**src/rtl/reg_file_2r1w_sb.sv**
```systemverilog
// Two-read / one-write register file with registered reads, optional write-to-read
// bypass, optional hard-wired zero register and a per-register busy scoreboard.
module reg_file_2r1w_sb #(
  parameter int DATA_W   = 32,
  parameter int ADDR_W   = 4,
  parameter int ZERO_REG = 0,
  parameter int BYPASS   = 1
) (
  input  logic                 clk_i,
  input  logic                 rst_i,
  input  logic                 wr_en_i,
  input  logic [ADDR_W-1:0]    wr_addr_i,
  input  logic [DATA_W-1:0]    wr_data_i,
  input  logic                 rd_en_a_i,
  input  logic [ADDR_W-1:0]    rd_addr_a_i,
  output logic [DATA_W-1:0]    rd_data_a_o,
  output logic                 rd_valid_a_o,
  input  logic                 rd_en_b_i,
  input  logic [ADDR_W-1:0]    rd_addr_b_i,
  output logic [DATA_W-1:0]    rd_data_b_o,
  output logic                 rd_valid_b_o,
  input  logic                 rsv_en_i,
  input  logic [ADDR_W-1:0]    rsv_addr_i,
  output logic                 busy_a_o,
  output logic                 busy_b_o,
  output logic [2**ADDR_W-1:0] busy_vec_o
);

  localparam int NUM_REGS = 2**ADDR_W;

  logic [DATA_W-1:0]   mem_q [NUM_REGS];
  logic [DATA_W-1:0]   rd_data_a_q, rd_data_a_d;
  logic [DATA_W-1:0]   rd_data_b_q, rd_data_b_d;
  logic                rd_valid_a_q, rd_valid_b_q;
  logic [NUM_REGS-1:0] busy_q, busy_d;
  logic                wr_allowed;
  logic                fwd_a, fwd_b;

  assign wr_allowed = wr_en_i && !((ZERO_REG != 0) && (wr_addr_i == '0));
  assign fwd_a      = (BYPASS != 0) && wr_en_i && (wr_addr_i == rd_addr_a_i);
  assign fwd_b      = (BYPASS != 0) && wr_en_i && (wr_addr_i == rd_addr_b_i);

  // Zero-register override is applied last so it also beats the bypass path.
  always_comb begin
    rd_data_a_d = fwd_a ? wr_data_i : mem_q[rd_addr_a_i];
    rd_data_b_d = fwd_b ? wr_data_i : mem_q[rd_addr_b_i];
    if ((ZERO_REG != 0) && (rd_addr_a_i == '0)) rd_data_a_d = '0;
    if ((ZERO_REG != 0) && (rd_addr_b_i == '0)) rd_data_b_d = '0;
  end

  // Release first, then reserve: a new producer issued on the same register wins.
  always_comb begin
    busy_d = busy_q;
    if (wr_en_i) busy_d[wr_addr_i] = 1'b0;
    if (rsv_en_i) busy_d[rsv_addr_i] = 1'b1;
    if (ZERO_REG != 0) busy_d[0] = 1'b0;
  end

  always_ff @(posedge clk_i) begin
    if (rst_i) begin
      for (int i = 0; i < NUM_REGS; i++) mem_q[i] <= '0;
      rd_data_a_q  <= '0;
      rd_data_b_q  <= '0;
      rd_valid_a_q <= 1'b0;
      rd_valid_b_q <= 1'b0;
      busy_q       <= '0;
    end else begin
      if (wr_allowed) mem_q[wr_addr_i] <= wr_data_i;
      if (rd_en_a_i) rd_data_a_q <= rd_data_a_d;
      if (rd_en_b_i) rd_data_b_q <= rd_data_b_d;
      rd_valid_a_q <= rd_en_a_i;
      rd_valid_b_q <= rd_en_b_i;
      busy_q       <= busy_d;
    end
  end

  assign rd_data_a_o  = rd_data_a_q;
  assign rd_data_b_o  = rd_data_b_q;
  assign rd_valid_a_o = rd_valid_a_q;
  assign rd_valid_b_o = rd_valid_b_q;
  assign busy_vec_o   = busy_q;
  assign busy_a_o     = busy_q[rd_addr_a_i] && !fwd_a;
  assign busy_b_o     = busy_q[rd_addr_b_i] && !fwd_b;

endmodule

```
**config.mk**
```make
export PLATFORM = sky130hd
export DESIGN_NAME = reg_file_2r1w_sb
export DESIGN_NICKNAME = d
export VERILOG_FILES = /design/src/rtl/reg_file_2r1w_sb.sv
export SDC_FILE = /design/constraint.sdc
export NUM_CORES = 1
export LEC_CHECK = 0
export ABC_CLOCK_PERIOD_IN_PS = 4700
export CAP_MARGIN = 40
export CORE_MARGIN = 1.5
export CORE_UTILIZATION = 50
export CTS_CLUSTER_DIAMETER = 100
export DETAILED_ROUTE_END_ITERATION = 6
export PLACE_DENSITY_LB_ADDON = 0.1
export SYNTH_ARGS = -nofsm -noshare
export SYNTH_HDL_FRONTEND = slang
export SYNTH_SLANG_ARGS = --single-unit
export TNS_END_PERCENT = 20
```
**constraint.sdc**
```tcl
create_clock -name clk_i -period 4.7 [get_ports clk_i]
set_input_delay 0.94 -clock clk_i [delete_from_list [all_inputs] [get_ports clk_i]]
set_output_delay 0.94 -clock clk_i [all_outputs]
set_load 0.05 [all_outputs]
```
==> impl_metrics.py <==
metrics = {
    "outcome": {
        "status": "complete, no violations",
    },
    "worst_setup_path": {
        "cp.required_ns": 3.76,
        "path_class": "input port to primary output",
        "critPathCaptureType": "primary output",
        "crit_fanout": 6,
        "critPathLaunchType": "input port",
        "arrival_ns": 3.13,
    },
    "die": {
        "die_h_um": 253,
        "io_pins": 138,
        "die_w_um": 253,
        "dieArea_um2": 64000,
        "initial_core_util": 0.507,
        "coreArea_um2": 61700,
        "row_count": 91,
    },
    "timing": {
        "finClkSkew_ns": 0.0219,
        "fin_crit_ns": 4.07,
        "maxSlewHeadroom": 0.299,
        "rsz0062_at_grt": "false",
        "drv_slew": 0,
        "finalSetupTns_ns": 0,
        "finalCritPeriodShare": 0.866,
        "max_freq_mhz": 246,
        "hold_viol_final": 0,
        "setup_viol": 0,
        "worst_pin_slew_ns": 1.05,
    },
    "finish": {
        "syn_to_final_growth_pct": 14.7,
        "layoutNonFillerInstCount": 3293,
        "nNetsFinal": 2456,
        "fillers": 4975,
        "drive_above_1_share": 0.194,
    },
    "global_route": {
        "grt_pass1_vias": 22000,
        "grt_pass1_wl_um": 155000,
        "track_usage": 0.342,
        "gr-total-overflow": 0,
        "antenna_found_initial": 5,
        "grt_max_degree": 126,
    },
    "place": {
        "place_hpwl_um": 62000,
        "dp_cells": 3170,
        "portBuffers": 137,
        "gp_congestion": 0.866,
    },
    "synth": {
        "yosys-top-cells-area": "edfxtp_1 (49%), mux4_2 (14%), and2_1 (10%), dfxtp_1 (5.3%), mux2i_1 (4.6%)",
        "synth.distinct_cells": 40,
        "synth_flop_cell": "edfxtp_1",
        "synth_area_um2": 31300,
        "ys_top_cells_by_count": "and2_1 (513), edfxtp_1 (512), mux4_2 (195), nor2_1 (149), clkbuf_1 (145)",
        "ys_ff_latch": 594,
        "yosysWarnings": 0,
        "async_reset_ff_frac": 0,
        "synth_top_area_frac": 0.492,
        "synth_area_per_cell_um2": 13.3,
        "yosysMostFrequentCell": "and2_1",
        "yosys.area.top_type": "edfxtp_1",
        "ys_seq_area_frac": 0.544,
        "synth_edf_count": 512,
        "synth_nets": 2404,
        "syn_inst": 2350,
    },
    "power": {
        "combPwrFrac": 0.138,
        "power_density_nw_per_um2": 375,
        "p_switching_mw": 3.49,
        "power.share.clock": 0.396,
        "finalPower_mw": 13.4,
        "pwr-share-seq": 0.466,
        "p_int_mw": 9.95,
        "peakVddDrop_uv": 266,
        "p_leak_nw": 12.7,
        "p_sw_frac": 0.260,
    },
    "worst_hold_path": {
        "worstHoldPathType": "register to register",
    },
    "cts": {
        "post_cts_buffers": 0,
        "tritoncts": "yes",
        "cts_hold_buf": 0,
        "clockBufferDepth": 3,
        "post_cts_resize_count": 0,
        "clkTransAtPathRegs_ns": 0.06,
        "cts_made_buffers": 67,
        "clkLatencyLatePin_ns": 0.61,
        "cts-root-buf": "clkbuf_16",
        "cts.sinks": 594,
        "htree_num_levels": 3,
    },
    "routing": {
        "finalWirelength_um": 108000,
        "ant_nets": 0,
        "via_per_inst": 6.60,
        "drc_errors": 0,
        "wl_per_cell_um": 32.9,
        "route.vias.total": 21700,
        "drt_iter0_drc": 3011,
        "dr.pass1.iters": 6,
    },
    "job": {
        "maxCapViolations": 0,
    },
}
-- per-layer routing --
metal / track usage / up-vias / wire [µm]
li1: - / 8965 / -
met4: 0.137 / 2 / 4180
met1: 0.456 / 11000 / 40700
met2: 0.549 / 1450 / 50900
met5: 0 / - / 13
met3: 0.0724 / 291 / 12600
-- worst max-delay path: stages --
cell             delay, ns
clkdlybuf4s50_1       0.83
mux4_2                0.56
nor2b_1               0.14
a211oi_1              0.34
a211oi_1              0.14
buf_12                0.18
-- cell families after synthesis --
group / count (synthesis) / share of synthesized area
xor+xnor: 8 / 0.00224
buf+inv: 255 / 0.0377
simple gates: 829 / 0.145
flops: 594 / 0.544
compound gates: 280 / 0.0657
mux: 384 / 0.205
-- per-stage QoR --
| stage | cell area, µm² | utilization | hold WS, ns | setup slack, ns |
|---|---|---|---|---|
| floorplan | 31300 | - | 0.667 | 0.663 |
| global placement | 33600 | 0.544 | 0.492 | 0.584 |
| detailed placement | 33700 | 0.546 | 0.503 | 0.624 |
| CTS | 35900 | 0.581 | 0.512 | 0.624 |
| global route | 35900 | 0.581 | 0.528 | 0.598 |
| finish | 35900 | 0.581 | 0.512 | 0.628 |
-- power groups by stage --
stage	Sequential, mW	Clock (mW)	Combinational (mW)
3_3_place_gp	6.35	0	1.81
2_1_floorplan	6.45	0	1.00
3_5_place_dp	6.36	0	1.83
5_1_grt	6.29	5.53	1.93
4_1_cts	6.25	5.33	1.83
6_report	6.26	5.32	1.86
-- layout make-up --
class	instances	area [µm²]	area share
Clock inverter	20	251	0.00701
Tap cell	837	1050	0.0292
Multi-Input combinational cell	1501	13200	0.369
Sequential cell	594	17000	0.474
Timing Repair Buffer	216	2310	0.0645
Antenna cell	2	5.00	0.000140
Inverter	22	82.6	0.00230
Clock buffer	101	1930	0.0537
-- sequential cells by signal, indices dropped and copies added, names as in the netlist --
register,cells
rd_data_a_o,32
rd_data_b_o,32
mem_q,512
rd_valid_b_o,1
busy_vec_o,16
rd_valid_a_o,1
-- placed cells by master (no fill, tap or decap), drive strengths merged, types with 3 or more instances in the layout --
cell,count
a211oi,4
a21o,22
a221oi,40
a2bb2oi,24
a31o,4
a31oi,64
and2,513
buf,91
bufinv,6
clkbuf,101
clkdlybuf4s50,125
clkinv,14
dfxtp,82
edfxtp,512
inv,22
mux2,40
mux2i,144
mux4,200
nand2,103
nand2b,3
nand3,27
nor2,149
nor2b,5
nor3,6
nor3b,4
o21ai,53
o41ai,64
or2,14
xnor2,8
-- worst paths after layout --
| kind | cells past startpoint | slack, ns | endpoint | from |
|---|---|---|---|---|
| max | 6 | 0.63 | busy_a_o | rd_addr_a_i[0] |
| min | 2 | 0.51 | busy_vec_o[15] | busy_vec_o[15] |
| max reg2reg | 3 | 3.14 | rd_data_a_o[12] | mem_q[7][12] |
| min reg2reg | 2 | 0.51 | busy_vec_o[15] | busy_vec_o[15] |
(Power assumes the default switching activity.)
